$ cat config.mk
export PLATFORM = sky130hd
export DESIGN_NAME = rf_wr_port_arbiter
export DESIGN_NICKNAME = d
export VERILOG_FILES = /design/src/rtl/rf_wr_port_arbiter_pkg.sv /design/src/rtl/rf_wr_port_arbiter_fifo.sv /design/src/rtl/rf_wr_port_arbiter.sv
export SDC_FILE = /design/constraint.sdc
export NUM_CORES = 1
export LEC_CHECK = 0
export BUFFER_PORTS_ARGS = -buffer_cell sky130_fd_sc_hd__buf_4
export CORE_MARGIN = 2
export CORE_UTILIZATION = 50
export DETAILED_ROUTE_END_ITERATION = 8
export PLACE_DENSITY = 0.73
export SYNTH_ARGS = -nofsm -noshare
export SYNTH_HDL_FRONTEND = slang
export SYNTH_SLANG_ARGS = --single-unit
export TNS_END_PERCENT = 1
$ cat constraint.sdc
create_clock -name clk_i -period 5.2 [get_ports clk_i]
set_input_delay 1.04 -clock clk_i [delete_from_list [all_inputs] [get_ports clk_i]]
set_output_delay 1.04 -clock clk_i [all_outputs]
set_load 0.03 [all_outputs]
$ cat src/rtl/rf_wr_port_arbiter_pkg.sv
// Shared types for the register-file write-port arbiter: FSM states and MDU FIFO entry.
package rf_wr_port_arbiter_pkg;
  localparam int unsigned RF_ADDR_W = 5;
  localparam int unsigned RF_DATA_W = 32;
  localparam int unsigned RF_NREGS  = 32;

  typedef enum logic [1:0] {
    IDLE  = 2'd0,
    PEND  = 2'd1,
    FORCE = 2'd2
  } rf_arb_state_t;

  typedef struct packed {
    logic [RF_ADDR_W-1:0] rd;
    logic [RF_DATA_W-1:0] data;
  } rf_arb_entry_t;
endpackage

$ cat src/rtl/rf_wr_port_arbiter_fifo.sv
// Circular buffer holding MDU results until a write-port slot is free.
// Pointers carry an extra wrap bit so a full buffer differs from an empty one.
module rf_arb_fifo
  import rf_wr_port_arbiter_pkg::*;
#(
  parameter int unsigned DEPTH = 4
) (
  input  logic                      clk_i,
  input  logic                      rst_ni,
  input  logic                      push_i,
  input  rf_arb_entry_t             push_entry_i,
  input  logic                      pop_i,
  output rf_arb_entry_t             head_o,
  output logic [$clog2(DEPTH):0]    count_o
);
  localparam int unsigned AW = $clog2(DEPTH);
  localparam logic [AW:0] PTR_ONE = 1;

  logic [AW:0]   r_wr_ptr;
  logic [AW:0]   r_rd_ptr;
  rf_arb_entry_t r_mem [DEPTH];

  always_ff @(posedge clk_i or negedge rst_ni) begin
    if (!rst_ni) begin
      r_wr_ptr <= '0;
      r_rd_ptr <= '0;
    end else begin
      if (push_i) r_wr_ptr <= r_wr_ptr + PTR_ONE;
      if (pop_i)  r_rd_ptr <= r_rd_ptr + PTR_ONE;
    end
  end

  // Storage carries no reset; only the pointers define validity.
  always_ff @(posedge clk_i) begin
    if (push_i) r_mem[r_wr_ptr[AW-1:0]] <= push_entry_i;
  end

  assign head_o  = r_mem[r_rd_ptr[AW-1:0]];
  assign count_o = r_wr_ptr - r_rd_ptr;
endmodule

$ cat src/rtl/rf_wr_port_arbiter.sv
// Shares the RF write port between writeback and queued MDU results, with starvation drain
// and a pending-rd scoreboard. Define RF_ARB_PERF_EN to add stall/drain performance counters.
module rf_wr_port_arbiter
  import rf_wr_port_arbiter_pkg::*;
#(
  parameter int unsigned DEPTH        = 4,
  parameter int unsigned STARVE_LIMIT = 8
) (
  input  logic        clk_i,
  input  logic        rst_ni,
  input  logic        wb_req_i,
  input  logic [4:0]  wb_rd_i,
  input  logic [31:0] wb_data_i,
  input  logic        mdu_issue_i,
  input  logic [4:0]  mdu_issue_rd_i,
  input  logic        mdu_valid_i,
  output logic        mdu_ready_o,
  input  logic [4:0]  mdu_rd_i,
  input  logic [31:0] mdu_data_i,
  output logic        rf_wr_en_o,
  output logic [4:0]  rf_wr_reg_o,
  output logic [31:0] rf_wr_data_o,
  output logic        stall_o,
  output logic [31:0] pending_o
`ifdef RF_ARB_PERF_EN
  ,
  output logic [31:0] perf_stall_cnt_o,
  output logic [31:0] perf_drain_cnt_o
`endif
);
  localparam int unsigned CW    = $clog2(DEPTH) + 1;
  localparam int unsigned AGE_W = $clog2(STARVE_LIMIT + 1);
  localparam logic [AGE_W-1:0] AGE_MAX = AGE_W'(STARVE_LIMIT);
  localparam logic [AGE_W-1:0] AGE_ONE = 1;

  rf_arb_state_t    r_state;
  logic             r_stall;
  logic [AGE_W-1:0] r_age;
  logic [31:0]      r_pending;

  logic [CW-1:0]    w_count;
  logic [CW-1:0]    w_count_nxt;
  rf_arb_entry_t    w_head;
  rf_arb_entry_t    w_push_entry;
  logic             w_empty;
  logic             w_full;
  logic             w_push;
  logic             w_drain;
  logic             w_wb_grant;
  logic             w_age_hit;
  logic [31:0]      w_pending_nxt;

  assign w_empty      = (w_count == '0);
  assign w_full       = (w_count == CW'(DEPTH));
  assign mdu_ready_o  = !w_full;
  assign w_push       = mdu_valid_i && mdu_ready_o && (mdu_rd_i != '0);
  assign w_push_entry = '{rd: mdu_rd_i, data: mdu_data_i};
  assign w_count_nxt  = w_count + CW'(w_push) - CW'(w_drain);
  assign w_age_hit    = (int'(r_age) + 1) >= int'(STARVE_LIMIT);

  rf_arb_fifo #(.DEPTH(DEPTH)) u_fifo (
    .clk_i       (clk_i),
    .rst_ni      (rst_ni),
    .push_i      (w_push),
    .push_entry_i(w_push_entry),
    .pop_i       (w_drain),
    .head_o      (w_head),
    .count_o     (w_count)
  );

  // Grant: forced drain beats WB; a WB write to x0 is treated as an idle slot.
  always_comb begin
    w_drain      = 1'b0;
    w_wb_grant   = 1'b0;
    rf_wr_en_o   = 1'b0;
    rf_wr_reg_o  = '0;
    rf_wr_data_o = '0;
    if (r_state == FORCE)                     w_drain    = !w_empty;
    else if (wb_req_i && (wb_rd_i != '0))     w_wb_grant = 1'b1;
    else                                      w_drain    = !w_empty;
    if (w_drain) begin
      rf_wr_en_o   = 1'b1;
      rf_wr_reg_o  = w_head.rd;
      rf_wr_data_o = w_head.data;
    end else if (w_wb_grant) begin
      rf_wr_en_o   = 1'b1;
      rf_wr_reg_o  = wb_rd_i;
      rf_wr_data_o = wb_data_i;
    end
  end

  always_ff @(posedge clk_i or negedge rst_ni) begin
    if (!rst_ni) begin
      r_state <= IDLE;
      r_stall <= 1'b0;
    end else begin
      case (r_state)
        IDLE: begin
          if (w_push) r_state <= PEND;
          r_stall <= 1'b0;
        end
        PEND: begin
          r_stall <= 1'b0;
          if (w_drain) begin
            if (w_count_nxt == '0) r_state <= IDLE;
          end else if (w_age_hit || w_full) begin
            r_state <= FORCE;
            r_stall <= 1'b1;
          end
        end
        FORCE: begin
          r_state <= (w_count_nxt != '0) ? PEND : IDLE;
          r_stall <= 1'b0;
        end
        default: begin
          r_state <= IDLE;
          r_stall <= 1'b0;
        end
      endcase
    end
  end

  assign stall_o = r_stall;

  always_ff @(posedge clk_i or negedge rst_ni) begin
    if (!rst_ni)                                r_age <= '0;
    else if (w_drain || (r_state == IDLE))      r_age <= '0;
    else if (!w_empty && (r_age != AGE_MAX))    r_age <= r_age + AGE_ONE;
  end

  // A new issue to the same rd outlives the drain of its older result.
  always_comb begin
    w_pending_nxt = r_pending;
    if (w_drain) w_pending_nxt[w_head.rd] = 1'b0;
    if (mdu_issue_i && (mdu_issue_rd_i != '0)) w_pending_nxt[mdu_issue_rd_i] = 1'b1;
    w_pending_nxt[0] = 1'b0;
  end

  always_ff @(posedge clk_i or negedge rst_ni) begin
    if (!rst_ni) r_pending <= '0;
    else         r_pending <= w_pending_nxt;
  end

  assign pending_o = r_pending;

`ifdef RF_ARB_PERF_EN
  logic [31:0] r_perf_stall_cnt;
  logic [31:0] r_perf_drain_cnt;

  always_ff @(posedge clk_i or negedge rst_ni) begin
    if (!rst_ni) begin
      r_perf_stall_cnt <= '0;
      r_perf_drain_cnt <= '0;
    end else begin
      r_perf_stall_cnt <= r_perf_stall_cnt + 32'(r_state == FORCE);
      r_perf_drain_cnt <= r_perf_drain_cnt + 32'(w_drain);
    end
  end

  assign perf_stall_cnt_o = r_perf_stall_cnt;
  assign perf_drain_cnt_o = r_perf_drain_cnt;
`endif

`ifndef SYNTHESIS
  a_no_waw: assert property (@(posedge clk_i) disable iff (!rst_ni)
    !(w_wb_grant && r_pending[wb_rd_i]));
  a_no_push_full: assert property (@(posedge clk_i) disable iff (!rst_ni)
    !(w_push && w_full));
  a_no_force_empty: assert property (@(posedge clk_i) disable iff (!rst_ni)
    !((r_state == FORCE) && w_empty));
`endif
endmodule

-- Yosys cells after proc, flatten, opt, wreduce, memory -nomap -nowiden
Memories as Yosys holds them, arrays and structs flattened.
Index checks and enable logic that the tools add are counted.
- register bits after elaboration: 44
- bits in read-only memories: 0
- word-level logic and storage cells: 78
- RAM bits: 148
- output and inout bits: 72
- memories kept: 1
- latch bits: 0
- input port bits: 84
- add/sub/neg operators: 7
- reduce and logical (&&, ||, !) cells: 20
- multipliers: 0
- eq/ne operators: 7
- divide/modulo/power cells: 0
- mux-type cells: 29
- bitwise gates (word level): 3
- magnitude comparators: 5
- shifts and indexed selects: 0
- memories (name ; depth ; bits a word ; rd ports ; clocked after Yosys merged registers in ; write ports ; line ; source):
    u_fifo.r_mem ; 4 ; 37 ; 1 ; 0 ; 1 ; rf_wr_port_arbiter_fifo.sv:21 ; rf_arb_entry_t r_mem [DEPTH];
- operators by type and width (cell ; count):
    32-bit two-way mux ; 4
    32-bit AND ; 1
    32-bit NOT ; 1
    32-bit OR ; 1
    5-bit nonzero test ; 3
    1-bit two-way mux ; 14
    5-bit by 6-bit < comparator with 1-bit output (second input constant) ; 2
    1-bit demux with 5-bit select ; 2
    5-bit by 1-bit >= comparator with 1-bit output (second input constant) ; 2
    5-bit two-way mux ; 2
    2-bit two-way mux ; 4
    4-bit two-way mux ; 2
    1-bit logical AND ; 7
    3-bit by 1-bit adder with 3-bit output (second input constant) ; 2
    3-bit zero test ; 2
    3-bit inequality test (second input constant) ; 2
    2-bit case mux with 3 select lines ; 1
    4-bit by 1-bit adder with 5-bit output (second input constant) ; 1
    5-bit by 4-bit >= comparator with 1-bit output (second input constant) ; 1
    4-bit by 1-bit adder with 4-bit output (second input constant) ; 1
    4-bit inequality test (second input constant) ; 1
    3-bit by 1-bit adder with 3-bit output ; 1
    3-bit == test (second input constant) ; 1
    3-bit AND reduction ; 1
    10 further kinds ; 12

-- Longest topological paths before layout
- depth in word-level cells: 11
- depth in mapped cells: 15
- gate-level depth less buffers: 14

-- Hierarchy
From an unflattened synthesis, not the netlist that was laid out.
- cell total of the unflattened synthesis: 452
- area, all modules: 7895.1 um^2
- modules (own cells, without submodules) (module ; cells an instance ; seq. area each (um^2) ; times used ; area each (um^2)):
    rf_arb_fifo ; 224 ; 4594.4 ; 1 ; 5714.2
    rf_wr_port_arbiter ; 228 ; 950.9 ; 1 ; 2180.8

-- Worst setup path after synthesis
OpenSTA, ideal clock, no wires.
- path type: in2reg
- start point: in wb_rd_i[1]
- end point: reg r_state[0]
- path buffers: 1
- path slack: 1.300 ns
- stages: 11
- arrival: 3.771 ns
- setup time: 0.129 ns
- required time: 5.071 ns
- cells stage by stage: or4_1 o211a_1 nor2_1 buf_2 ha_1 inv_1 ha_1 fa_1 or4_1 a32oi_1 o31ai_1
- word-level cells in the longest chain between the ends: 8
- elaborated cells on any way between the ends: 13
- classes of those cells: 1 x add/sub; 2 x eq/ne; 5 x mux; 5 x reduce/logical
- ends and longest elaborated chain (element ; line ; source):
    start: declaration ; rf_wr_port_arbiter.sv:12 ; input logic [4:0] wb_rd_i,
    5-bit nonzero test (*) ; rf_wr_port_arbiter.sv:79 ; else if (wb_req_i && (wb_rd_i != '0)) w_wb_grant = 1'b1;
    1-bit logical AND (*) ; rf_wr_port_arbiter.sv:79 ;
    1-bit two-way mux (*) ; rf_wr_port_arbiter.sv:79 ;
    1-bit two-way mux (*) ; rf_wr_port_arbiter.sv:78 ; if (r_state == FORCE) w_drain = !w_empty;
    net u_fifo.pop_i ; rf_wr_port_arbiter_fifo.sv:12 ; input logic pop_i,
    3-bit by 1-bit subtractor with 3-bit output ; rf_wr_port_arbiter.sv:58 ; assign w_count_nxt = w_count + CW'(w_push) - CW'(w_drain);
    3-bit zero test or 3-bit nonzero test (tied branches) ; rf_wr_port_arbiter.sv:105, rf_wr_port_arbiter.sv:112 ;
    3-bit inequality test (no source line) or 1-bit two-way mux (tied branches) ; n/a ;
    3-bit AND reduction (no source line) or 2-bit case mux with 3 select lines (tied branches) ; n/a ;
    end signal: assignment ; rf_wr_port_arbiter.sv:112 ; r_state <= (w_count_nxt != '0) ? PEND : IDLE;
    end: declaration ; rf_wr_port_arbiter.sv:36 ; rf_arb_state_t r_state;
Mark *: on every way through the listed nets, which the timed path passes. The rest lies on a longest branch.
A chain may end at the register's enable or synchronous reset.

-- Final worst setup path
- start point: reg u_fifo.r_wr_ptr[0]
- end point: reg r_state[0]
- word-level cells in the longest chain between the ends: 10
- elaborated cells on any way between the ends: 21
- classes of those cells: 3 x add/sub; 4 x eq/ne; 5 x mux; 9 x reduce/logical
- ends and longest elaborated chain (element ; line ; source):
    start: declaration ; rf_wr_port_arbiter_fifo.sv:19 ; logic [AW:0] r_wr_ptr;
    start signal: assignment ; rf_wr_port_arbiter_fifo.sv:28 ; if (push_i) r_wr_ptr <= r_wr_ptr + PTR_ONE;
    3-bit subtractor (*) ; rf_wr_port_arbiter_fifo.sv:39 ; assign count_o = r_wr_ptr - r_rd_ptr;
    3-bit == test ; rf_wr_port_arbiter.sv:54 ; assign w_full = (w_count == CW'(DEPTH));
    1-bit zero test ; rf_wr_port_arbiter.sv:55 ; assign mdu_ready_o = !w_full;
    1-bit logical AND (2 in a row) ; rf_wr_port_arbiter.sv:56 ; assign w_push = mdu_valid_i && mdu_ready_o && (mdu_rd_i != '0);
    3-bit by 1-bit adder with 3-bit output ; rf_wr_port_arbiter.sv:58 ;
    3-bit by 1-bit subtractor with 3-bit output ; rf_wr_port_arbiter.sv:58 ;
    3-bit zero test or 3-bit nonzero test (tied branches) ; rf_wr_port_arbiter.sv:105, rf_wr_port_arbiter.sv:112 ;
    3-bit inequality test (no source line) or 1-bit two-way mux (tied branches) ; n/a ;
    3-bit AND reduction (no source line) or 2-bit case mux with 3 select lines (tied branches) ; n/a ;
Every way passes the cells marked *; elsewhere a longest branch is shown, timed or not.

==> metrics.md <==
| Metric | Value |
|---|---|
| VDD IR max | 0.000355 V |
| TritonCTS Buffers | 17 |
| Post_cts resized | 0 |
| Skew final | 0.00852 ns |
| Final setup violation count | 0 |
| Routed vias | 5,039 |
| Initial antenna violation count | 0 |
| DRT Pass-1 Iters | 5 |
| Critical Path AT | 4.26 ns |
| Antenna Nets Post-Route | 0 |
| Worst setup SP type | register |
| Largest net degree at the start of global routing | 65 |
| Final Critical Period | 3.95 ns |
| Post-route cell area | 0.0101 sq mm |
| Initial Utilization | 51.4% |
| Final nets | 720 |
| GPL Wtd Cong | 0.892 |
| Post-synth EDFFs | 148 |
| Period utilization | 75.9% |
| LEAKAGE | 3.78 nW |
| Maximum net fanout on the critical path | 9 |
| Row cnt | 46 |
| Crit path max-delay cell type | fa_1 |
| Worst Tran Pin Value | 1.02 ns |
| Max-slew violations | 0 |
| Die area | 0.0175 sq mm |
| Synth Flop Type | edfxtp_1 |
| Mapped Nets | 571 |
| Flop and latch count out of synthesis | 192 |
| Top Metal Used | met4 |
| PD cells | 680 mW/mm^2 |
| Cts hold-fix bufs | 0 |
| Share of cells above drive strength 1 | 38.6% |
| Critical path cell sequence | inv_1 > ha_1 > fa_1 > and2_1 > a221oi_4 > inv_1 > ha_1 > inv_1 > ha_1 > fa_1 > xor2_1 > or4_1 > a32oi_1 > o31ai_1 |
| Final hold vios | 0 |
| Vias in the first global route | 5,295 |
| All-Layer GR Usage | 21.5% |
| Metal2 WL | 8980 um |
| Core Footprint | 0.0160 sq mm |
| Die W | 132 um |
| WL met1 | 7390 um |
| FFs w/ async S/R, synth | 22.9% |
| HP Class | reg -> reg |
| Maximum clock frequency | 0.253 GHz |
| IO Pins | 156 |
| Syn_area_per_cell | 17.3 sq um |
| TNS Setup | 0 ns |
| P&R area growth vs syn | 23.1% |
| RSZ-0062 raised after global routing | false |
| MaxCap Viol Count | 0 |
| Largest area contributor in the netlist | edfxtp_1 |
| Clk buf depth | 2 |
| CP required | 5.52 ns |
| Final core area utilization | 63.3% |
| TritonCTS clock tree | built |
| DRC violations left | 0 |
| Setup crit end kind | register |
| Post-CTS setup buffer count | 0 |
| Met3 wire len | 1540 um |
| Yosys top cell area share | 54.0% |
| Synth top area cells | edfxtp_1, dfrtp_1, mux4_2 |
| HPWL after DPL | 11,700 um |
| Die H | 132 um |
| CP Class | reg -> reg |
| Status | finished, final reports clean |
| Initial drt markers | 387 |
| Worst path max stage delay | 0.49 ns |
| Total Wirelength | 18,200 um |
| Post-synthesis cell type count | 51 |
| Antenna diodes | 0 |
| Cell Area, Placed | 0.00953 sq mm |
| Seq/Total Area, Yosys | 67.4% |
| Mapped cell area | 0.00823 sq mm |
| Drt via density | 5.91 |
| Clock Pin Slew Worst Setup and Hold Paths | 0.07 ns |
| Pre-CTS setup slack | 0.975 ns |
| Slew margin rel. | 31.8% |
| Mapped Cells | 475 |
| IO buf count | 154 |
| Final WS setup | 1.25 ns |
| First-pass GRT wire length | 29,000 um |
| Synth warn | 0 |
| Grt ovf | 0 |
| Clk Latency, worst-skew pair | 0.43 ns |
| Drt wl/cell | 21.3 um |
| Root buffer cell | clkbuf_16 |
| CTS sink cnt | 192 |
| H-tree depth | 4 |
## layout make-up
class,count,area [sq um]
Fill cell,1174,5870
Sequential cell,192,5550
Multi-Input combinational cell,244,2480
Timing Repair Buffer,160,1200
Clock buffer,22,464
Tap cell,216,270
Clock inverter,10,130
Inverter,9,33.8
## placed cells by master (no fill, tap or decap), drive strengths merged, types with 4 or more instances in the layout
cell	instances
a22o	37
and2	6
buf	160
clkbuf	22
dfrtp	44
edfxtp	148
ha	10
inv	12
mux4	37
nand2	9
nand2b	7
nand3	7
nand3b	11
nor2	10
nor2b	4
o21ai	32
o41ai	31
or3b	6
xnor2	5
xor2	4
## cells by family after synthesis
group	share of synthesized area, %
adders and majority gates	2.01
DFF	67.4
other	0.0456
AOI/OAI and AO/OA	10.9
buffers and inverters	2.62
xor gates and xnor gates	1.26
and+or+nand+nor	5.22
muxes	10.6
## sequential cells by signal, summed over array words and instances, names as in the netlist
register	flops
pending_o	31
r_age	4
r_state	2
stall_o	1
u_fifo.r_mem	148
u_fifo.r_rd_ptr	3
u_fifo.r_wr_ptr	3
## path summary, 6_finish.rpt
| kind | start | endpoint | depth (start not counted) | slack [ns] |
|---|---|---|---|---|
| worst max-delay path | u_fifo.r_wr_ptr[0]$_DFFE_PN0P_ | r_state[0]$_DFFE_PN0P_ | 14 | 1.25 |
| worst min-delay path | u_fifo.r_wr_ptr[2]$_DFFE_PN0P_ | u_fifo.r_wr_ptr[2]$_DFFE_PN0P_ | 1 | 0.49 |
| worst max register to register | u_fifo.r_wr_ptr[0]$_DFFE_PN0P_ | r_state[0]$_DFFE_PN0P_ | 14 | 1.25 |
| worst min register to register | u_fifo.r_wr_ptr[2]$_DFFE_PN0P_ | u_fifo.r_wr_ptr[2]$_DFFE_PN0P_ | 1 | 0.49 |
| max in group asynchronous | rst_ni | u_fifo.r_rd_ptr[1]$_DFFE_PN0N_ | 1 | 4.18 |
| min in group asynchronous | rst_ni | pending_o[30]$_DFF_PN0_ | 1 | 0.60 |
## power by group
group	total (mW)	switching (mW)	internal, mW
Sequential	2.31	0.173	2.14
Clock	1.31	0.566	0.743
Combinational	3.27	2.01	1.26
## layer usage
layer / GRT usage (%) / vias up
met3: 6.11 / 22
li1: - / 2244
met1: 27.5 / 2540
met2: 35.6 / 233
met5: 0 / -
met4: 7.35 / 0
## worst max-delay path, delay by kind of cell, from the launching register on
kind	cells	cell delay [ns]
fa+ha+maj	5	1.53
compound gates	3	0.75
simple gates	2	0.66
flops	1	0.40
buf+inv	3	0.29
xor+xnor	1	0.20
## cell usage after synthesis (10+ instances only)
cell type,instances
edfxtp_1,148
dfrtp_1,44
a22o_1,37
mux4_2,36
o41ai_1,25
o21ai_0,22
clkbuf_1,11
nand3b_1,11
buf_2,10
ha_1,10
o21ai_1,10
## through the flow
step / instances / power, mW / hold slack (ns)
CTS: 853 / 6.95 / 0.492
detailed placement: 821 / 5.62 / 0.475
floorplan: 475 / 4.60 / 0.443
global route: 853 / 7.26 / 0.502
finish: 853 / 6.89 / 0.488
global placement: 821 / 5.53 / 0.467
No activity file was read; power rests on OpenSTA's default activity.
